===== src/rtl/axi2apb_apb_master.sv =====
// Command-execution stage of the AXI-to-APB bridge: takes the command FIFO head,
// collects the W beat for writes, runs one APB3 transfer and returns the B or R response.
module axi2apb_apb_master #(
   parameter int AXI_ID_WIDTH   = 6,
   parameter int APB_ADDR_WIDTH = 12
) (
   input  logic                      clk,
   input  logic                      rstn,

   input  logic                      cmd_empty,
   input  logic                      cmd_read,
   input  logic [AXI_ID_WIDTH-1:0]   cmd_id,
   input  logic [APB_ADDR_WIDTH+3:0] cmd_addr,
   input  logic                      cmd_err,
   output logic                      finish_wr,
   output logic                      finish_rd,

   input  logic [31:0]               WDATA,
   input  logic [3:0]                WSTRB,
   input  logic                      WLAST,
   input  logic                      WVALID,
   output logic                      WREADY,

   output logic [AXI_ID_WIDTH-1:0]   BID,
   output logic [1:0]                BRESP,
   output logic                      BVALID,
   input  logic                      BREADY,

   output logic [AXI_ID_WIDTH-1:0]   RID,
   output logic [31:0]               RDATA,
   output logic [1:0]                RRESP,
   output logic                      RLAST,
   output logic                      RVALID,
   input  logic                      RREADY,

   output logic [APB_ADDR_WIDTH-1:0] PADDR,
   output logic [15:0]               PSEL,
   output logic                      PENABLE,
   output logic                      PWRITE,
   output logic [31:0]               PWDATA,
   input  logic [31:0]               PRDATA,
   input  logic                      PREADY,
   input  logic                      PSLVERR
);

   localparam logic [1:0] RESP_OKAY   = 2'b00;
   localparam logic [1:0] RESP_SLVERR = 2'b10;

   typedef enum logic [2:0] {
      ST_IDLE,
      ST_WDATA,
      ST_SETUP,
      ST_ACCESS,
      ST_BRESP,
      ST_RRESP
   } state_t;

   state_t                    state_reg, state_next;
   logic [15:0]               psel_reg, psel_next;
   logic                      penable_reg, penable_next;
   logic                      pwrite_reg, pwrite_next;
   logic [APB_ADDR_WIDTH-1:0] paddr_reg, paddr_next;
   logic [31:0]               pwdata_reg, pwdata_next;
   logic                      bvalid_reg, bvalid_next;
   logic [1:0]                bresp_reg, bresp_next;
   logic [AXI_ID_WIDTH-1:0]   bid_reg, bid_next;
   logic                      rvalid_reg, rvalid_next;
   logic                      rlast_reg, rlast_next;
   logic [1:0]                rresp_reg, rresp_next;
   logic [31:0]               rdata_reg, rdata_next;
   logic [AXI_ID_WIDTH-1:0]   rid_reg, rid_next;

   // Top nibble of the command address picks one of 16 APB slaves.
   logic [3:0]  slave_idx;
   logic [15:0] slave_sel;
   logic [1:0]  apb_resp;
   logic        unused_wstrb;

   assign slave_idx    = cmd_addr[APB_ADDR_WIDTH+3:APB_ADDR_WIDTH];
   assign apb_resp     = PSLVERR ? RESP_SLVERR : RESP_OKAY;
   assign unused_wstrb = ^WSTRB;

   genvar gi;
   generate
      for (gi = 0; gi < 16; gi++) begin : g_slave_sel
         assign slave_sel[gi] = (slave_idx == 4'(gi));
      end
   endgenerate

   always_comb begin
      state_next   = state_reg;
      psel_next    = psel_reg;
      penable_next = penable_reg;
      pwrite_next  = pwrite_reg;
      paddr_next   = paddr_reg;
      pwdata_next  = pwdata_reg;
      bvalid_next  = bvalid_reg;
      bresp_next   = bresp_reg;
      bid_next     = bid_reg;
      rvalid_next  = rvalid_reg;
      rlast_next   = rlast_reg;
      rresp_next   = rresp_reg;
      rdata_next   = rdata_reg;
      rid_next     = rid_reg;

      case (state_reg)
         ST_IDLE: begin
            if (!cmd_empty) begin
               if (cmd_read && !cmd_err) begin
                  state_next   = ST_SETUP;
                  psel_next    = slave_sel;
                  paddr_next   = cmd_addr[APB_ADDR_WIDTH-1:0];
                  pwrite_next  = 1'b0;
                  penable_next = 1'b0;
               end else if (cmd_read) begin
                  // Unsupported read: answer immediately without touching APB.
                  state_next  = ST_RRESP;
                  rvalid_next = 1'b1;
                  rlast_next  = 1'b1;
                  rid_next    = cmd_id;
                  rresp_next  = RESP_SLVERR;
                  rdata_next  = '0;
               end else begin
                  state_next = ST_WDATA;
               end
            end
         end

         ST_WDATA: begin
            if (WVALID) begin
               pwdata_next = WDATA;
               if (cmd_err) begin
                  // Unsupported burst: swallow every beat up to WLAST, then error.
                  if (WLAST) begin
                     state_next  = ST_BRESP;
                     bvalid_next = 1'b1;
                     bid_next    = cmd_id;
                     bresp_next  = RESP_SLVERR;
                  end
               end else begin
                  state_next   = ST_SETUP;
                  psel_next    = slave_sel;
                  paddr_next   = cmd_addr[APB_ADDR_WIDTH-1:0];
                  pwrite_next  = 1'b1;
                  penable_next = 1'b0;
               end
            end
         end

         ST_SETUP: begin
            state_next   = ST_ACCESS;
            penable_next = 1'b1;
         end

         ST_ACCESS: begin
            if (PREADY) begin
               psel_next    = '0;
               penable_next = 1'b0;
               if (cmd_read) begin
                  state_next  = ST_RRESP;
                  rvalid_next = 1'b1;
                  rlast_next  = 1'b1;
                  rid_next    = cmd_id;
                  rresp_next  = apb_resp;
                  rdata_next  = PRDATA;
               end else begin
                  state_next  = ST_BRESP;
                  bvalid_next = 1'b1;
                  bid_next    = cmd_id;
                  bresp_next  = apb_resp;
               end
            end
         end

         ST_BRESP: begin
            if (BREADY) begin
               state_next  = ST_IDLE;
               bvalid_next = 1'b0;
            end
         end

         ST_RRESP: begin
            if (RREADY) begin
               state_next  = ST_IDLE;
               rvalid_next = 1'b0;
               rlast_next  = 1'b0;
            end
         end

         default: begin
            state_next = ST_IDLE;
         end
      endcase
   end

   always_ff @(posedge clk) begin
      if (!rstn) begin
         state_reg   <= ST_IDLE;
         psel_reg    <= '0;
         penable_reg <= 1'b0;
         pwrite_reg  <= 1'b0;
         paddr_reg   <= '0;
         pwdata_reg  <= '0;
         bvalid_reg  <= 1'b0;
         bresp_reg   <= '0;
         bid_reg     <= '0;
         rvalid_reg  <= 1'b0;
         rlast_reg   <= 1'b0;
         rresp_reg   <= '0;
         rdata_reg   <= '0;
         rid_reg     <= '0;
      end else begin
         state_reg   <= state_next;
         psel_reg    <= psel_next;
         penable_reg <= penable_next;
         pwrite_reg  <= pwrite_next;
         paddr_reg   <= paddr_next;
         pwdata_reg  <= pwdata_next;
         bvalid_reg  <= bvalid_next;
         bresp_reg   <= bresp_next;
         bid_reg     <= bid_next;
         rvalid_reg  <= rvalid_next;
         rlast_reg   <= rlast_next;
         rresp_reg   <= rresp_next;
         rdata_reg   <= rdata_next;
         rid_reg     <= rid_next;
      end
   end

   assign WREADY    = (state_reg == ST_WDATA);
   assign finish_wr = bvalid_reg & BREADY;
   assign finish_rd = rvalid_reg & RREADY;

   assign PSEL    = psel_reg;
   assign PENABLE = penable_reg;
   assign PWRITE  = pwrite_reg;
   assign PADDR   = paddr_reg;
   assign PWDATA  = pwdata_reg;
   assign BVALID  = bvalid_reg;
   assign BRESP   = bresp_reg;
   assign BID     = bid_reg;
   assign RVALID  = rvalid_reg;
   assign RLAST   = rlast_reg;
   assign RRESP   = rresp_reg;
   assign RDATA   = rdata_reg;
   assign RID     = rid_reg;

endmodule


===== config.mk =====
export PLATFORM = sky130hd
export DESIGN_NAME = axi2apb_apb_master
export DESIGN_NICKNAME = d
export VERILOG_FILES = /design/src/rtl/axi2apb_apb_master.sv
export SDC_FILE = /design/constraint.sdc
export NUM_CORES = 1
export LEC_CHECK = 0
export BUFFER_PORTS_ARGS = -buffer_cell sky130_fd_sc_hd__buf_2
export CAP_MARGIN = 20
export CORE_UTILIZATION = 46
export DETAILED_ROUTE_END_ITERATION = 7
export PLACE_DENSITY = 0.84
export SKIP_LAST_GASP = 1
export SYNTH_ARGS = -nofsm -noshare
export SYNTH_HDL_FRONTEND = slang
export SYNTH_SLANG_ARGS = --single-unit

===== constraint.sdc =====
create_clock -name clk -period 2.21 [get_ports clk]
set_clock_uncertainty 0.05 [all_clocks]
set_input_delay 0.1105 -clock clk [delete_from_list [all_inputs] [get_ports clk]]
set_output_delay 0.1105 -clock clk [all_outputs]
set_load 0.02 [all_outputs]

## After elaboration in Yosys (flattened, before gate mapping)

Cells that the tools add are included.

- Add/sub/neg operators: 0
- Multiply operators: 0
- Divide/modulo/power cells: 0
- Magnitude comparators: 0
- Equality and inequality tests: 34
- Shift-type cells: 0
- Muxes and demuxes: 79
- Bitwise gates (word level): 2
- Reduce and logical (&&, ||, !) cells: 21

Operators with widths:

| cell | count |
|---|---|
| two-way mux 32 bit | 5 |
| two-way mux 16 bit | 5 |
| case mux 32 bit (2 select lines) | 1 |
| two-way mux 6 bit | 9 |
| two-way mux 12 bit | 4 |
| case mux 16 bit (3 select lines) | 1 |
| equality test 4 bit, second input constant | 8 |
| AND reduction 6 bit | 5 |
| two-way mux 3 bit | 9 |
| inequality test 2 bit, second input constant | 13 |
| case mux 12 bit (2 select lines) | 1 |
| case mux 6 bit (2 select lines) | 2 |
| two-way mux 1 bit | 23 |
| two-way mux 2 bit | 11 |
| case mux 3 bit (6 select lines) | 1 |
| equality test 4 x 3 -> 1 bit, second input constant | 4 |
| AND reduction 5 bit | 2 |
| case mux 1 bit (3 select lines) | 3 |
| nonzero test 3 bit | 3 |
| equality test 4 x 2 -> 1 bit, second input constant | 2 |
| case mux 2 bit (2 select lines) | 2 |
| AND reduction 7 bit | 1 |
| equality test 3 x 2 -> 1 bit, second input constant | 2 |
| equality test 3 bit, second input constant | 2 |
| other kinds (14) | 17 |

- Flip-flop bits (word level): 116
- Latch bits: 0
- Bits in writable memories: 0
- Bits in read-only memories: 0
- Input port bits: 101
- Output and inout port bits: 116
- Word-level logic and storage cells: 150
- Memories kept: 0

## Depth between registers and ports, before layout

Gate-level depths: netlist (run 1).

- Depth after elaboration: 5
- Mapped depth: 7
- Mapped depth without buffers: 4

## Least setup slack after synthesis (run 1)

Ideal clock, no wire load.

- Kind: register to register
- Start point: register state_reg[0]
- End point: register bid_reg[0] (netlist: BID[0])
- Setup time: 0.072 ns
- Data arrival time: 1.517 ns
- Required time: 2.088 ns
- Path slack: 0.572 ns
- Stages on the path, launching flop included: 7
- Path buffers: 2
- Clock period less this slack: 1.638 ns
- Cell sequence: dfxtp_1 > buf_4 > nor3b_2 > and3_1 > o21a_1 > buf_2 > mux2i_1

- Word-level cells in the longest chain between the ends: 3
- Elaborated cells between the ends (all ways): 10
- Classes of those cells: 7 x eq/ne; 1 x mux; 2 x reduce/logical

RTL lines:

| what | RTL line | text |
|---|---|---|
| from (decl) | 58 | `state_t state_reg, state_next;` |
| from (signal assigned) | 213 | `state_reg <= state_next;` |
| equality test 3 x 1 -> 1 bit (*) | n/a |  |
| named net WREADY | 22 | `output logic WREADY,` |
| inequality test 2 bit (no source line) or nonzero test 2 bit (tied branches) | n/a |  |
| AND reduction 6 bit (no source line) | n/a |  |
| to (signal assigned) | 221 | `bid_reg <= bid_next;` |
| to (decl) | 66 | `logic [AXI_ID_WIDTH-1:0] bid_reg, bid_next;` |

The timed path passes the listed nets; every way through them passes the cells marked *.
A chain may end at the register's enable or synchronous reset.

## Final worst setup path (run 1)

- Start point: register state_reg[1]
- End point: register rdata_reg[27] (netlist: RDATA[27])

- Word-level cells in the longest chain between the ends: 3
- Elaborated cells between the ends (all ways): 10
- Classes of those cells: 6 x eq/ne; 1 x mux; 3 x reduce/logical

RTL lines:

| what | RTL line | text |
|---|---|---|
| equality test 3 x 2 -> 1 bit or zero test 3 bit (tied branches) | 106 | `case (state_reg)` |
| inequality test 2 bit (no source line) or nonzero test 2 bit (tied branches) | n/a |  |
| AND reduction 6 bit (no source line) | n/a |  |
| to (signal assigned) | 225 | `rdata_reg <= rdata_next;` |
| to (decl) | 70 | `logic [31:0] rdata_reg, rdata_next;` |

Several ways; a longest one is shown, not always the timed one.

==> results by group, run 1 <==
Outcome
  • Status: complete, no violations

STA
  • Setup_tns: 0 ps
  • Fmax achieved: 505.4 MHz
  • Worst-margin pin slew: 621.4 ps
  • Max Slew Vio Count: 0
  • RSZ-0062 raised after global routing: false
  • Final WS setup: 231.2 ps
  • Final Hold Fails: 0
  • Slew HR: 0.5852
  • Setup violators final: 0
  • Tmin final: 1979 ps
  • Final period util: 0.8954

Cells and area
  • Antenna Diode Count: 0
  • Final nets: 932
  • Utilization after layout: 0.7709
  • Layout cells sized above 1: 0.3152
  • Syn-to-layout area delta: 60.07%

Clocking
  • Num CTS Buffers: 17
  • TritonCTS clock tree: yes
  • Clock Tree Buf Depth: 2
  • Root Buffer Master: clkbuf_8
  • H-tree depth: 4
  • TritonCTS Sinks: 114
  • Clk Latency, worst-skew pair: 490 ps
  • Clock transition at path regs: 60 ps

GRT
  • Largest net degree at the start of global routing: 41
  • Total track usage: 0.3052
  • First-pass GRT wire length: 24140 um
  • Vias in the first global route: 5165
  • Antenna violations before repair: 0
  • Global route overflow: 0

Setup path
  • CP Class: reg -> reg
  • Worst Path Arrival: 2350 ps
  • Crit path capture type: flip-flop
  • CP max FO: 32
  • R2R setup slack: 230 ps
  • Crit path capture: RDATA[27]$_SDFFE_PN0P_
  • Crit start category: flip-flop
  • Worst setup path start: state_reg[1]$_SDFFE_PN0P_
  • R2R depth: 5
  • Worst EP required: 2580 ps
  • Worst r2r src: state_reg[1]$_SDFFE_PN0P_
  • RR Endpoint: RDATA[27]$_SDFFE_PN0P_

Place
  • Gp weighted congestion: 0.8640
  • Worst slack, placed: 203.6 ps
  • Port Buffers: 210
  • Post-DP HPWL: 8500 um

Detailed routing
  • First-pass iteration count of the detailed router: 5
  • Post-DR wirelength/cell: 15.85 um
  • WL final: 15420 um
  • DRT iter0 DRCs: 288
  • DR vias/cell: 5.183
  • Routed Antenna Nets: 0
  • Drt drc: 0
  • Vias: 5043

Synthesis
  • Synth area leader: dfxtp_1
  • Avg Cell Area, Syn: 8.428 um2
  • Yosys reg bits: 114
  • Synth area leaders: dfxtp_1 50%, nand2_1 13%, a21oi_1 8.3%
  • Number of synthesized flops with an enable pin: 0
  • Cell Area, Synth: 0.004534 mm2
  • Synth warn: 0
  • Share of the synthesized area in the top cell type: 0.5033
  • Most frequent cells after synthesis: 159 x nand2_1, 114 x dfxtp_1, 75 x a21oi_1
  • Post-synth ARST share: 0
  • Synth Instances: 538
  • Post-synth cell types: 49
  • Main synth FF type: dfxtp_1
  • Seq/Total Area, Yosys: 0.5033
  • Top-count cell post-synth: nand2_1

Power and ir drop
  • Pleak: 3.297 nW
  • Maximum vdd drop: 0.0005717 V
  • Pwr Density: 897.5 mW/mm2

Floorplan
  • Initial Utilization: 0.4816
  • IO Pins: 217
  • Core ar.: 0.009415 mm2
  • Die area: 0.01026 mm2
  • Die X: 101.3 um
  • Num rows: 35
  • Die height: 101.3 um

Hold path
  • Hold/Removal Path Class: in -> reg

Job
  • Max cap viols: 0
==> cells by family after synthesis <==
kind of cell	share of synthesized area
compound gates	0.1264
buf+inv	0.05436
flops	0.5033
mux	0.07726
other cells	0.0008270
simple gates	0.2379
==> power by group <==
| group | internal (W) | switching [W] |
|---|---|---|
| registers | 0.00218 | 0.000118 |
| clock network | 0.00212 | 0.000966 |
| logic | 0.000478 | 0.000649 |
==> final cells by class <==
cell class	count	area (um2)
multi-input combinational	376	2013
clock buffer	20	445.4
clock inverter	12	226.5
timing repair buffer	315	2102
tap	129	161.4
fill	582	2157
sequential	114	2283
inverter	7	26.28
==> worst max-delay path, stage by stage (launching register included) <==
cell and delay, ps:
dfxtp_1 640, nor4b_2 130, o21ai_2 390, buf_4 410, nand2_1 110, a21oi_1 160
==> worst min-delay path by stage <==
| stage | from | end | slack (ps) | cells past startpoint |
|---|---|---|---|---|
| final | cmd_err | PWRITE$_SDFFE_PN0P_ | 110 | 4 |
| after CTS | cmd_err | PWRITE$_SDFFE_PN0P_ | 70 | 4 |
| after global placement | cmd_addr[2] | PADDR[2]$_SDFFE_PN0P_ | 290 | 3 |
| after detailed placement | cmd_addr[0] | PADDR[0]$_SDFFE_PN0P_ | 300 | 3 |
| after floorplan | cmd_id[0] | RID[0]$_SDFFE_PN0P_ | 200 | 2 |
| after global routing | cmd_err | PWRITE$_SDFFE_PN0P_ | 120 | 4 |
==> layout by cell type (no fill, tap or decap), types with 6 or more instances in the layout <==
master         netlist  layout
clkbuf_16            0      16
dlygate4sd3_1        0      95
buf_4                5       8
inv_1                6       6
nand2_1            159     159
buf_2               15     210
a21oi_1             75      75
mux2i_1             35      35
dfxtp_1            114     113
bufinv_16            0       6
nand3_1             33      33
nor2_1              18      18
==> repair_timing <==
item,in CTS,in global routing
endpoints found under the hold margin,110,0
hold buffers,95,0
setup buffers,0,0
gates resized for setup,0,1
setup endpoints to repair,0,13
==> routing by layer <==
metal / track usage / part of all wire / wire length, um / vias up
met5: 0.009615 / 0 / 0 / -
met4: 0.1661 / 0.031 / 477 / 0
met3: 0.1166 / 0.082 / 1259 / 51
met2: 0.5463 / 0.52 / 8018 / 255
met1: 0.3046 / 0.37 / 5666 / 2360
li1: - / - / - / 2377
==> metrics by stage <==
stage	total power (W)	hold WS (ps)	area (um2)	std cells
final	0.006514	107.4	7258	973
after global routing	0.006749	117.9	7258	973
after CTS	0.006507	71.11	7257	973
after detailed placement	0.003293	301.8	5634	846
after global placement	0.003256	290.0	5634	846
after floorplan	0.002993	196.5	4538	539
Power figures use the tool's default switching activity.
==> inputs of run 2 (changes only) <==
Settings changed: CORE_MARGIN set to 2.
==> run 2 against run 1 <==
Global-route usage shrank 1.6 points. Count of clock-buffer cells in the layout is 2 lower. Routed wire length increased by 4.8%. Hold slack got worse by 33 ps. Sequential share of layout area shrank 0.053 points. Register-to-register slack worse by 90 ps. Non-clock buffer count increased by 2. Sequential power barely moved. Clock power is 5% lower. Design area grew 0.22%. Critical path depth up 2. Largest cell class unchanged. First-iteration DRC count up 32%.
==> results by group, run 2 (same netlist as run 1, synthesis figures left out) <==
Outcome
  • Status: complete, no violations

GRT
  • Total track usage: 0.2889
  • Global route overflow: 0
  • Vias in the first global route: 4954
  • Antenna violations before repair: 0
  • Largest net degree at the start of global routing: 41
  • First-pass GRT wire length: 23290 um

Cells and area
  • Storage element area: 0.002285 mm2
  • Syn-to-layout area delta: 60.43%
  • Area of the multi-input gates: 0.002026 mm2
  • Final nets: 934
  • Layout cells sized above 1: 0.3180
  • Commonest non-fill, non-tap cell in the layout: buf_2
  • Non-Filler Instances: 979
  • # fillers: 622
  • Utilization after layout: 0.7512
  • Commonest non-fill, non-tap cells in the layout: 210 x buf_2, 159 x nand2_1, 112 x dfxtp_1
  • Antenna Diode Count: 0

Detailed routing
  • DR vias/cell: 5.215
  • Routed Antenna Nets: 0
  • Drt drc: 0
  • First-pass iteration count of the detailed router: 5
  • DRT iter0 DRCs: 380
  • WL final: 16160 um
  • Vias: 5105
  • Post-DR wirelength/cell: 16.51 um

Power and ir drop
  • Maximum vdd drop: 0.0005186 V
  • Pleak: 3.302 nW
  • Seq pwr share: 0.356
  • Gate power share: 0.185
  • Clock share of power: 0.459
  • Sw Pwr: 0.001776 W
  • Switching share of power: 0.2766
  • Pwr Density: 882.7 mW/mm2
  • Int Pwr: 0.004645 W
  • Overall Power: 0.006421 W

STA
  • Setup violators final: 0
  • Fmax achieved: 482.5 MHz
  • Tmin final: 2073 ps
  • Worst-margin pin slew: 1030 ps
  • Max Slew Vio Count: 0
  • Slew HR: 0.3111
  • RSZ-0062 raised after global routing: false
  • Final period util: 0.9378
  • Setup_tns: 0 ps
  • Final Hold Fails: 0

Clocking
  • Num CTS Buffers: 17
  • Clock transition at path regs: 60 ps
  • H-tree depth: 4
  • Root Buffer Master: clkbuf_8
  • TritonCTS clock tree: yes
  • TritonCTS Sinks: 114
  • Clk Latency, worst-skew pair: 520 ps
  • Clock Tree Buf Depth: 2

Floorplan
  • IO Pins: 217
  • Initial Utilization: 0.4682
  • Die height: 103.3 um
  • Core ar.: 0.009684 mm2
  • Num rows: 36
  • Die X: 103.3 um
  • Die area: 0.01067 mm2

Job
  • Max cap viols: 0

Setup path
  • Largest stage delay on the critical path: 550 ps
  • CP cell instances: buf_4 -> nor2_4 -> a21oi_2 -> a21oi_4 -> buf_12 -> mux2i_1 -> dlygate4sd3_1
  • CP max FO: 17
  • Critical path's top delay family: buffers and inverters
  • R2R depth: 7
  • Crit start category: flip-flop
  • Worst EP required: 2630 ps
  • Worst Path Arrival: 2490 ps
  • WP depth: 7
  • Worst setup path start: state_reg[1]$_SDFFE_PN0P_
  • Worst path bufs/invs: 3
  • Crit path capture: PSEL[2]$_SDFFE_PN0P_
  • RR Endpoint: PSEL[2]$_SDFFE_PN0P_
  • CP Class: reg -> reg
  • Critical Path Slowest Stage Cell: dlygate4sd3_1
  • Crit path capture type: flip-flop
  • R2R setup slack: 140 ps
  • Worst r2r src: state_reg[1]$_SDFFE_PN0P_

Hold path
  • Hold/Removal Path Class: in -> reg

Place
  • Port Buffers: 210
  • Placed Cells: 851
  • Post-DP HPWL: 8529 um
  • Gp weighted congestion: 0.9028
==> run 2: worst register-to-register path, stage by stage, from the launching register on <==
cell	delay (ps)
dfxtp_1	350
buf_4	200
nor2_4	210
a21oi_2	100
a21oi_4	170
buf_12	190
mux2i_1	190
dlygate4sd3_1	550
==> run 2: cell type report <==
cell class	count	area share
Clock inverter	14	0.02907
Multi-Input combinational cell	376	0.2785
Timing Repair Buffer	317	0.2931
Sequential cell	114	0.3141
Inverter	7	0.003612
Tap cell	133	0.02288
Clock buffer	18	0.05882
==> run 2: metrics by stage <==
stage	worst slack, ps	instance area, um2	hold slack [ps]
6_report	137.5	7274	74.82
5_1_grt	79.64	7274	85.75
4_1_cts	27.18	7267	44.04
3_5_place_dp	269.4	5667	296.0
3_3_place_gp	345.1	5667	291.6
2_1_floorplan	571.7	4538	196.5
==> run 2: metal layers <==
| layer | share of wire | vias to the layer above | global-route usage | wire (um) |
|---|---|---|---|---|
| li1 | - | 2383 | - | - |
| met1 | 0.36 | 2375 | 0.2830 | 5889 |
| met2 | 0.52 | 296 | 0.5385 | 8357 |
| met3 | 0.084 | 51 | 0.09207 | 1363 |
| met4 | 0.034 | 0 | 0.1549 | 547 |
| met5 | 0 | - | 0 | 0 |
==> run 2: power by group through the flow <==
stage               sequential (W)  combinational, W  clock (W)
finish                     0.00228           0.00119    0.00295
global route               0.00229           0.00127    0.00310
CTS                        0.00227           0.00114    0.00297
detailed placement         0.00231           0.00101          0
global placement           0.00230          0.000975          0
floorplan                  0.00241          0.000581          0
==> run 2: how the worst min path moves through the flow <==
stage	start	end	slack [ps]	cells after the start
finish	cmd_err	PWRITE$_SDFFE_PN0P_	70	4
global route	rstn	RID[2]$_SDFFE_PN0P_	90	3
global placement	cmd_addr[4]	PADDR[4]$_SDFFE_PN0P_	290	3
floorplan	cmd_id[0]	RID[0]$_SDFFE_PN0P_	200	2
CTS	cmd_err	PWRITE$_SDFFE_PN0P_	40	4
detailed placement	cmd_addr[5]	PADDR[5]$_SDFFE_PN0P_	300	3
==> run 2: timing repair <==
item | in CTS | in global routing
setup endpoints to repair | 0 | 3
resized for setup | 0 | 3
setup buffers | 0 | 0
hold buffers | 96 | 0
endpoints found under the hold margin | 110 | 0
